### src/rtl/price_level_book.sv
// ---------------------------------------------------------------------------
// price_level_book
// Single-side price-level book. Levels are kept sorted best-first with
// explicit valid bits. Each command takes three cycles: IDLE (accept),
// CMP (per-level compare vectors and qty arithmetic are registered) and
// WR (levels, top-of-book, count and event pulses are written).
//
// Ports
//   clkIn          clock
//   rstNIn         synchronous active-low reset
//   cmdValidIn     command valid
//   cmdReadyOut    high only in IDLE; a command is accepted on valid & ready
//   cmdOpIn        0=ADD, 1=REDUCE, 2=CLEAR, 3=reserved (error)
//   priceIn        command price (unsigned)
//   qtyIn          command quantity
//   topValidOut    level 1 holds a valid level
//   topPriceOut    best price, 0 when invalid
//   topQtyOut      best quantity, 0 when invalid
//   levelCountOut  number of valid levels
//   bookUpdOut     pulse: book contents changed
//   dropOut        pulse: ADD discarded (book full, price worse than all)
//   evictOut       pulse: worst level pushed out by an insert
//   errOut         pulse: REDUCE on absent price, or op 3
// ---------------------------------------------------------------------------
module price_level_book #(
  parameter int DEPTH   = 8,
  parameter int PRICE_W = 32,
  parameter int QTY_W   = 32,
  parameter int IS_BUY  = 1
) (
  input  logic                       clkIn,
  input  logic                       rstNIn,
  input  logic                       cmdValidIn,
  output logic                       cmdReadyOut,
  input  logic [1:0]                 cmdOpIn,
  input  logic [PRICE_W-1:0]         priceIn,
  input  logic [QTY_W-1:0]           qtyIn,
  output logic                       topValidOut,
  output logic [PRICE_W-1:0]         topPriceOut,
  output logic [QTY_W-1:0]           topQtyOut,
  output logic [$clog2(DEPTH+1)-1:0] levelCountOut,
  output logic                       bookUpdOut,
  output logic                       dropOut,
  output logic                       evictOut,
  output logic                       errOut
);

  localparam int CNT_W = $clog2(DEPTH+1);
  localparam logic [1:0] OP_ADD    = 2'd0;
  localparam logic [1:0] OP_REDUCE = 2'd1;
  localparam logic [1:0] OP_CLEAR  = 2'd2;

  typedef enum logic [1:0] {IDLE = 2'd0, CMP = 2'd1, WR = 2'd2} state_t;

  state_t               state_r;
  logic [1:0]           opLat_r;
  logic [PRICE_W-1:0]   priceLat_r;
  logic [QTY_W-1:0]     qtyLat_r;

  // Invalid levels always hold price/qty 0, so shifting never needs masking.
  logic [DEPTH-1:0]     lvlValid_r;
  logic [PRICE_W-1:0]   lvlPrice_r [DEPTH];
  logic [QTY_W-1:0]     lvlQty_r   [DEPTH];

  logic [DEPTH-1:0]     matchVec_r, betterVec_r, geVec_r;
  logic [QTY_W-1:0]     sumVec_r   [DEPTH];
  logic [QTY_W-1:0]     diffVec_r  [DEPTH];

  logic [DEPTH-1:0]     match_s, better_s, ge_s;
  logic [QTY_W-1:0]     sum_s      [DEPTH];
  logic [QTY_W-1:0]     diff_s     [DEPTH];

  logic [DEPTH-1:0]     nxtValid_s;
  logic [PRICE_W-1:0]   nxtPrice_s [DEPTH];
  logic [QTY_W-1:0]     nxtQty_s   [DEPTH];
  logic [CNT_W-1:0]     nxtCount_s;
  logic [DEPTH-1:0]     insertHere_s, fromMatch_s;
  logic                 run_s;
  logic                 upd_s, drop_s, evict_s, err_s;

  function automatic logic [QTY_W-1:0] satAdd(input logic [QTY_W-1:0] a,
                                              input logic [QTY_W-1:0] b);
    logic [QTY_W:0] s;
    s = {1'b0, a} + {1'b0, b};
    return s[QTY_W] ? {QTY_W{1'b1}} : s[QTY_W-1:0];
  endfunction

  function automatic logic isBetter(input logic [PRICE_W-1:0] newP,
                                    input logic [PRICE_W-1:0] lvlP);
    return (IS_BUY != 0) ? (newP > lvlP) : (newP < lvlP);
  endfunction

  // Compare stage: per-level match/better flags and saturating/plain qty math.
  always_comb begin
    for (int i = 0; i < DEPTH; i++) begin
      match_s[i]  = lvlValid_r[i] && (lvlPrice_r[i] == priceLat_r);
      better_s[i] = !lvlValid_r[i] || isBetter(priceLat_r, lvlPrice_r[i]);
      ge_s[i]     = (qtyLat_r >= lvlQty_r[i]);
      sum_s[i]    = satAdd(lvlQty_r[i], qtyLat_r);
      diff_s[i]   = lvlQty_r[i] - qtyLat_r;
    end
  end

  // Write stage: next book contents and event pulses from the registered vectors.
  always_comb begin
    nxtValid_s = lvlValid_r;
    nxtPrice_s = lvlPrice_r;
    nxtQty_s   = lvlQty_r;
    upd_s      = 1'b0;
    drop_s     = 1'b0;
    evict_s    = 1'b0;
    err_s      = 1'b0;
    // better is a thermometer (ordered, contiguous book): insert at its first 1.
    insertHere_s = betterVec_r & ~{betterVec_r[DEPTH-2:0], 1'b0};
    // Levels at or below the matched level; these move up on a delete.
    run_s = 1'b0;
    for (int i = 0; i < DEPTH; i++) begin
      run_s          = run_s | matchVec_r[i];
      fromMatch_s[i] = run_s;
    end
    case (opLat_r)
      OP_ADD: begin
        if (qtyLat_r == {QTY_W{1'b0}}) begin
          upd_s = 1'b0;
        end else if (|matchVec_r) begin
          for (int i = 0; i < DEPTH; i++) begin
            if (matchVec_r[i]) nxtQty_s[i] = sumVec_r[i];
            else               nxtQty_s[i] = lvlQty_r[i];
          end
          upd_s = 1'b1;
        end else if (|betterVec_r) begin
          for (int i = 1; i < DEPTH; i++) begin
            if (betterVec_r[i] && betterVec_r[i-1]) begin
              nxtValid_s[i] = lvlValid_r[i-1];
              nxtPrice_s[i] = lvlPrice_r[i-1];
              nxtQty_s[i]   = lvlQty_r[i-1];
            end else begin
              nxtValid_s[i] = lvlValid_r[i];
            end
          end
          for (int i = 0; i < DEPTH; i++) begin
            if (insertHere_s[i]) begin
              nxtValid_s[i] = 1'b1;
              nxtPrice_s[i] = priceLat_r;
              nxtQty_s[i]   = qtyLat_r;
            end else begin
              nxtValid_s[i] = nxtValid_s[i];
            end
          end
          evict_s = lvlValid_r[DEPTH-1];
          upd_s   = 1'b1;
        end else begin
          drop_s = 1'b1;
        end
      end
      OP_REDUCE: begin
        if (!(|matchVec_r)) begin
          err_s = 1'b1;
        end else if (|(matchVec_r & geVec_r)) begin
          for (int i = 0; i < DEPTH - 1; i++) begin
            if (fromMatch_s[i]) begin
              nxtValid_s[i] = lvlValid_r[i+1];
              nxtPrice_s[i] = lvlPrice_r[i+1];
              nxtQty_s[i]   = lvlQty_r[i+1];
            end else begin
              nxtValid_s[i] = lvlValid_r[i];
            end
          end
          nxtValid_s[DEPTH-1] = 1'b0;
          nxtPrice_s[DEPTH-1] = {PRICE_W{1'b0}};
          nxtQty_s[DEPTH-1]   = {QTY_W{1'b0}};
          upd_s = 1'b1;
        end else begin
          for (int i = 0; i < DEPTH; i++) begin
            if (matchVec_r[i]) nxtQty_s[i] = diffVec_r[i];
            else               nxtQty_s[i] = lvlQty_r[i];
          end
          upd_s = 1'b1;
        end
      end
      OP_CLEAR: begin
        for (int i = 0; i < DEPTH; i++) begin
          nxtPrice_s[i] = {PRICE_W{1'b0}};
          nxtQty_s[i]   = {QTY_W{1'b0}};
        end
        nxtValid_s = {DEPTH{1'b0}};
        upd_s      = (levelCountOut != {CNT_W{1'b0}});
      end
      default: err_s = 1'b1;
    endcase
    nxtCount_s = {CNT_W{1'b0}};
    for (int i = 0; i < DEPTH; i++) begin
      nxtCount_s = nxtCount_s + CNT_W'(nxtValid_s[i]);
    end
  end

  // Command FSM with all book state and registered outputs.
  always_ff @(posedge clkIn) begin
    if (!rstNIn) begin
      state_r       <= IDLE;
      opLat_r       <= 2'd0;
      priceLat_r    <= {PRICE_W{1'b0}};
      qtyLat_r      <= {QTY_W{1'b0}};
      lvlValid_r    <= {DEPTH{1'b0}};
      matchVec_r    <= {DEPTH{1'b0}};
      betterVec_r   <= {DEPTH{1'b0}};
      geVec_r       <= {DEPTH{1'b0}};
      for (int i = 0; i < DEPTH; i++) begin
        lvlPrice_r[i] <= {PRICE_W{1'b0}};
        lvlQty_r[i]   <= {QTY_W{1'b0}};
        sumVec_r[i]   <= {QTY_W{1'b0}};
        diffVec_r[i]  <= {QTY_W{1'b0}};
      end
      cmdReadyOut   <= 1'b0;
      topValidOut   <= 1'b0;
      topPriceOut   <= {PRICE_W{1'b0}};
      topQtyOut     <= {QTY_W{1'b0}};
      levelCountOut <= {CNT_W{1'b0}};
      bookUpdOut    <= 1'b0;
      dropOut       <= 1'b0;
      evictOut      <= 1'b0;
      errOut        <= 1'b0;
    end else begin
      bookUpdOut <= 1'b0;
      dropOut    <= 1'b0;
      evictOut   <= 1'b0;
      errOut     <= 1'b0;
      case (state_r)
        IDLE: begin
          if (cmdValidIn && cmdReadyOut) begin
            opLat_r     <= cmdOpIn;
            priceLat_r  <= priceIn;
            qtyLat_r    <= qtyIn;
            state_r     <= CMP;
            cmdReadyOut <= 1'b0;
          end else begin
            cmdReadyOut <= 1'b1;
          end
        end
        CMP: begin
          matchVec_r  <= match_s;
          betterVec_r <= better_s;
          geVec_r     <= ge_s;
          sumVec_r    <= sum_s;
          diffVec_r   <= diff_s;
          state_r     <= WR;
        end
        WR: begin
          lvlValid_r    <= nxtValid_s;
          lvlPrice_r    <= nxtPrice_s;
          lvlQty_r      <= nxtQty_s;
          topValidOut   <= nxtValid_s[0];
          topPriceOut   <= nxtPrice_s[0];
          topQtyOut     <= nxtQty_s[0];
          levelCountOut <= nxtCount_s;
          bookUpdOut    <= upd_s;
          dropOut       <= drop_s;
          evictOut      <= evict_s;
          errOut        <= err_s;
          state_r       <= IDLE;
          cmdReadyOut   <= 1'b1;
        end
        default: begin
          state_r     <= IDLE;
          cmdReadyOut <= 1'b0;
        end
      endcase
    end
  end

endmodule

### config.mk
export PLATFORM = sky130hd
export DESIGN_NAME = price_level_book
export DESIGN_NICKNAME = d
export VERILOG_FILES = /design/src/rtl/price_level_book.sv
export SDC_FILE = /design/constraint.sdc
export NUM_CORES = 2
export LEC_CHECK = 0
export BUFFER_PORTS_ARGS = -buffer_cell sky130_fd_sc_hd__buf_2
export CAP_MARGIN = 0
export CORE_AREA = 3 3 607 549
export DETAILED_ROUTE_END_ITERATION = 10
export DIE_AREA = 0 0 610 552
export SLEW_MARGIN = 5
export SYNTH_ARGS = -nofsm -noshare
export SYNTH_HDL_FRONTEND = slang
export SYNTH_SLANG_ARGS = --single-unit
### constraint.sdc
create_clock -name clkIn -period 15.2 [get_ports clkIn]
set_input_delay 0.76 -clock clkIn [delete_from_list [all_inputs] [get_ports clkIn]]
set_output_delay 0.76 -clock clkIn [all_outputs]
set_load 0.005 [all_outputs]
Yosys cells after proc, flatten, opt, wreduce, memory -nomap -nowiden. Cells that the tools add are included.

Add/sub/neg operators: 23. Bitwise logic cells: 13. Mux-type cells: 120. Reduce and logical (&&, ||, !) cells: 61. Equality and inequality tests: 63. $lt $le $gt $ge: 16.

Operators with widths (number): $mux 256 (10); $mux 32 (68); $pmux 256 s3 (2); $add 32x32->33 (8); $eq 32x32->1 (8); $ge 32x32->1 (8); $gt 32x32->1 (8); $sub 32x32->32 (8); $reduce_and 9->1 (13); $ne 3x3->1 const B (30); $mux 8 (5); $logic_not 32->1 (1); $mux 1 (29); $ne 2x2->1 const B (14); $ne 4x4->1 const B (7); $pmux 8 s3 (1); $reduce_and 8->1 (3); $reduce_or 8->1 (3); $add 4x1->4 (4); $and 8x8->8 (2); $logic_and 1x1->1 (16); $reduce_or 13->1 (1); $reduce_or 12->1 (1); $logic_not 1->1 (8); other kinds (18) (38).

Output and inout bits: 74. Logic and storage cells: 343. Flip-flop bits (word level): 1134.

Longest topological paths before layout.
Depth after elaboration: 17. Depth in mapped cells: 22.

Worst setup path before layout. No wires, ideal clock.

Path kind: reg-to-reg. Start point: register matchVec_r[0]. End point: register levelCountOut[2]. Data required time: 15.130 ns. Stages on the path, launching flop included: 23. Data arrival time: 4.761 ns. Slack: 10.369 ns. Setup time: 0.070 ns. Path through: dfxtp_1 buf_6 or3_4 nor3_4 nand2b_2 or3_1 buf_2 nor2_4 buf_2 nand2_1 nor3_1 o31ai_1 fa_1 inv_1 fa_1 inv_1 fa_1 ha_1 inv_1 fa_1 xnor2_1 nand2_1 a21oi_1.

Cells in the longest elaborated chain, start to end: 12. Elaborated cells between the ends (all ways): 28. Those cells by class: add/sub: 7; mux: 12; bitwise: 7; reduce/logical: 2.

RTL lines: start, declared (line 65) `logic [DEPTH-1:0] matchVec_r, betterVec_r, geVec_r;`; start signal, assigned (line 205) `matchVec_r <= {DEPTH{1'b0}};`; start signal, assigned (line 241) `matchVec_r <= match_s;`; $or 1x1->1 (3 in series) (line 118) `run_s = run_s | matchVec_r[i];`; $mux 1 (line 161) `if (fromMatch_s[i]) begin`; $mux 8 (line 159) `end else if (|(matchVec_r & geVec_r)) begin`; $mux 8 (line 157) `if (!(|matchVec_r)) begin`; $pmux 8 s3 (*) (line 121) `case (opLat_r)`; named net nxtValid_s[3] (line 73) `logic [DEPTH-1:0] nxtValid_s;`; $add 3x1->4 (*) (line 193) `nxtCount_s = nxtCount_s + CNT_W'(nxtValid_s[i]);`; $add 4x1->4 (*) (4 in series) (line 193); end signal, assigned (line 218) `levelCountOut <= {CNT_W{1'b0}};`; end signal, assigned (line 255) `levelCountOut <= nxtCount_s;`; end, declared (line 41) `output logic [$clog2(DEPTH+1)-1:0] levelCountOut,`.

Mark *: on every way through the listed nets, which the timed path passes. The rest lies on a longest branch. A chain may end at the register's enable or synchronous reset.

Final worst setup path.
Start point: register qtyLat_r[1]. End point: register levelCountOut[2].

Cells in the longest elaborated chain, start to end: 10.

RTL lines: start, declared (line 58) `logic [QTY_W-1:0] qtyLat_r;`; start signal, assigned (line 203) `qtyLat_r <= {QTY_W{1'b0}};`; start signal, assigned (line 233) `qtyLat_r <= qtyIn;`; $logic_not 32->1 (line 123) `if (qtyLat_r == {QTY_W{1'b0}}) begin`; $mux 8 (line 123); $pmux 8 s3 (line 121); named net nxtValid_s[0] (line 73); $add 1x1->2 (line 193); $add 2x1->3 (line 193); $add 3x1->4 (line 193); $add 4x1->4 (4 in series) (line 193).

The timed path passes the listed nets, and every way through them passes these cells.

==> flow_metrics.py <==
metrics = {
    "outcome": {
        "outcome": "finished clean",
    },
    "clock_network": {
        "cts_root_buffer": "clkbuf_16",
        "cts_tree": "built",
        "cts_resized": 0,
        "path_clk_slew_ps": 60,
        "clk_path_buf_depth": 3,
        "cts_setup_buffers": 0,
        "htree_num_levels": 4,
        "postCtsHoldBufs": 0,
        "worstSkewPairLatency_ps": 840,
        "numCtsBuffers": 144,
        "clock-sinks": 1133,
    },
    "logic_synthesis": {
        "yosysSeqAreaShare_pct": 26.7,
        "synth_top_cell_by_area": "dfxtp_1",
        "synth.ff_latch_count": 1133,
        "syn_inst": 11358,
        "avgSynthCellArea_um2": 7.48,
        "synth_ff_type": "dfxtp_1",
        "synth_cell_type_count": 94,
        "synth_area_leaders": "dfxtp_1 27%, ha_1 11%, a21oi_1 8.0%",
        "async_flop_share_pct": 0,
        "ys.warnings.count": 0,
        "synth_edf_count": 0,
        "synth_top_area_share_pct": 26.7,
        "synth.net_count": 12222,
        "netlist_area_mm2": 0.0850,
    },
    "cells_and_area": {
        "area_growth_pct": 10.1,
        "drive_above_1_share_pct": 5.67,
        "final_cells": 15311,
        "utilization_pct": 28.6,
        "layout.nets": 11737,
        "fillers": 35539,
    },
    "detailed_routing": {
        "viasPerCell": 5.38,
        "vias": 82344,
        "drc": 0,
        "wirelength_mm": 322,
        "wire_per_inst_um": 21.1,
        "first_iter_violations": 8874,
        "firstDrtPassIters": 6,
        "ant_nets": 0,
    },
    "floorplanning": {
        "dieWidth_um": 610,
        "start_util_pct": 26.0,
        "core_mm2": 0.327,
        "die_h_um": 552,
        "boundaryPins": 143,
        "rows": 199,
        "dieArea_mm2": 0.337,
    },
    "sta": {
        "hold_viol_final": 0,
        "finalCritPeriodShare_pct": 36.8,
        "fmax_ghz": 0.179,
        "period_minus_slack_ps": 5600,
        "rsz0062_at_grt": "no",
        "tns_ps": 0,
        "setup_viol": 0,
        "clock-skew-final_ps": 37.7,
        "slew_headroom_pct": 3.37,
        "slew_viol_final": 0,
        "worstMarginPinSlew_ps": 1410,
    },
    "power_and_ir_drop": {
        "peakVddDrop_mv": 0.127,
        "p_leak_uw": 0.0363,
        "p_per_area_mw_per_mm2": 89.3,
    },
    "grt": {
        "antenna_found_initial": 12,
        "grtUsageTotal_pct": 18.2,
        "overflow": 0,
        "grt_pass1_wl_mm": 481,
        "grt_max_degree": 212,
        "grt_pass1_vias": 74634,
    },
    "worst_setup_path": {
        "path_class": "flip-flop to flip-flop",
        "worstPathRequired_ps": 15940,
        "crit_slowest_cell": "nor4_1",
        "critPathCaptureType": "flip-flop",
        "cp.arrival_ps": 6340,
        "cp_slowest_stage_delay_ps": 700,
        "worstSetupStartpointType": "flip-flop",
        "path_cells": "buf_4 -> nor4_1 -> nand4_1 -> nor2_1 -> nor2_4 -> a21oi_1 -> nor2_1 -> o32a_1 -> fa_1 -> inv_1 -> fa_1 -> inv_1 -> fa_1 -> ha_1 -> inv_1 -> fa_1 -> xnor2_1 -> nand2_1 -> a21oi_1",
        "path_max_fanout": 22,
        "crit_top_cell": "fa_1",
    },
    "placement": {
        "dpl.cell_count": 15048,
        "portBuffers": 142,
        "gp_congestion": 0.951,
        "hpwlAfterDp_mm": 230,
    },
    "run": {
        "max-cap-violations": 0,
    },
    "min_path": {
        "hold_path_class": "input port to flip-flop",
    },
}
==> power breakdown <==
group	internal, uW	switching (uW)	total, uW
clock network	2080	1490	3570
registers	3060	77.1	3140
logic	547	1090	1640
==> per-layer routing <==
layer | GRT usage, % | part of all wire, % | up-vias
li1 | - | - | 39535
met1 | 26.1 | 47 | 39318
met4 | 6.81 | 3.9 | 2
met2 | 27.0 | 42 | 3025
met3 | 2.82 | 7.0 | 464
met5 | 0 | 0.0022 | -
==> synth_stat cells (73+ instances only) <==
library cell / n
o211ai_1: 158
nor2b_1: 133
ha_1: 775
nand2_1: 1135
a21oi_1: 1355
a211oi_1: 168
o221ai_1: 236
mux2i_1: 487
inv_1: 544
o21bai_1: 131
nor3_1: 163
clkbuf_1: 717
o21a_1: 93
buf_2: 73
a21o_1: 164
nand4_1: 116
nand2b_1: 85
nand3_1: 303
nor2_1: 984
xnor2_1: 343
dfxtp_1: 1133
o21ai_0: 1134
==> path summary, 6_finish.rpt <==
check | start | endpoint | slack (ps) | cells past startpoint
worst max-delay path | qtyLat_r[1] | levelCountOut[2] | 9600 | 19
worst min-delay path | priceIn[2] | priceLat_r[2] | 160 | 3
worst max register to register | qtyLat_r[1] | levelCountOut[2] | 9600 | 19
worst min register to register | diffVec_r[205] | diffVec_r[205] | 450 | 2
==> layout make-up <==
class	count	area, um2	area share [%]
Antenna cell	3	7.51	0.00803
Tap cell	4321	5410	5.78
Clock inverter	47	468	0.500
Multi-Input combinational cell	8736	56500	60.4
Clock buffer	213	4370	4.68
Timing Repair Buffer	300	2010	2.15
Inverter	558	2100	2.25
Sequential cell	1133	22700	24.2
==> flip-flops by register name, summed over array words and instances (netlist names), 8 cells and up <==
name / count
matchVec_r: 8
geVec_r: 8
betterVec_r: 8
lvlQty_r: 256
diffVec_r: 256
qtyLat_r: 32
lvlPrice_r: 256
sumVec_r: 256
priceLat_r: 32
lvlValid_r: 8
==> kinds of logic (layout without fill, tap and decap cells) <==
group,after synthesis,in the layout,share of synthesized area [%]
compound gates,3889,3889,27.9
flops,1133,1133,26.7
xor+xnor,392,392,4.04
fa+ha+maj,795,795,11.9
simple gates,3172,3172,16.6
mux,488,488,5.75
buf+inv,1489,1118,7.09
other cells,0,3,0
==> cells in the final DEF (no fill, tap or decap), types with 164 or more instances in the layout <==
cell type / synthesis / final
a21oi_1: 1355 / 1354
o21ai_0: 1134 / 1134
a211oi_1: 168 / 168
o221ai_1: 236 / 236
inv_1: 544 / 544
a21o_1: 164 / 164
nand3_1: 303 / 303
dfxtp_1: 1133 / 1133
nand2_1: 1135 / 1129
xnor2_1: 343 / 343
ha_1: 775 / 773
nor2_1: 984 / 981
mux2i_1: 487 / 487
==> per-stage QoR <==
stage	total power (uW)	instance area, um2	worst slack (ps)	hold slack, ps
after global routing	8640	93500	9370	140
final	8350	93500	9600	164
after global placement	4780	88700	9550	434
after floorplan	4270	85000	10370	424
after CTS	8350	93500	9630	96.3
after detailed placement	4780	88700	9670	441
==> worst max-delay path: cells and delay by family, from the launching register on <==
family	cells	cell delay, ps
buffers and inverters	4	410
AO/OA/AOI/OAI	3	580
adder cells (fa/ha/maj)	5	2120
AND/OR/NAND/NOR	6	1970
XOR/XNOR	1	150
flip-flops	1	290
No activity file was read; power rests on OpenSTA's default activity.
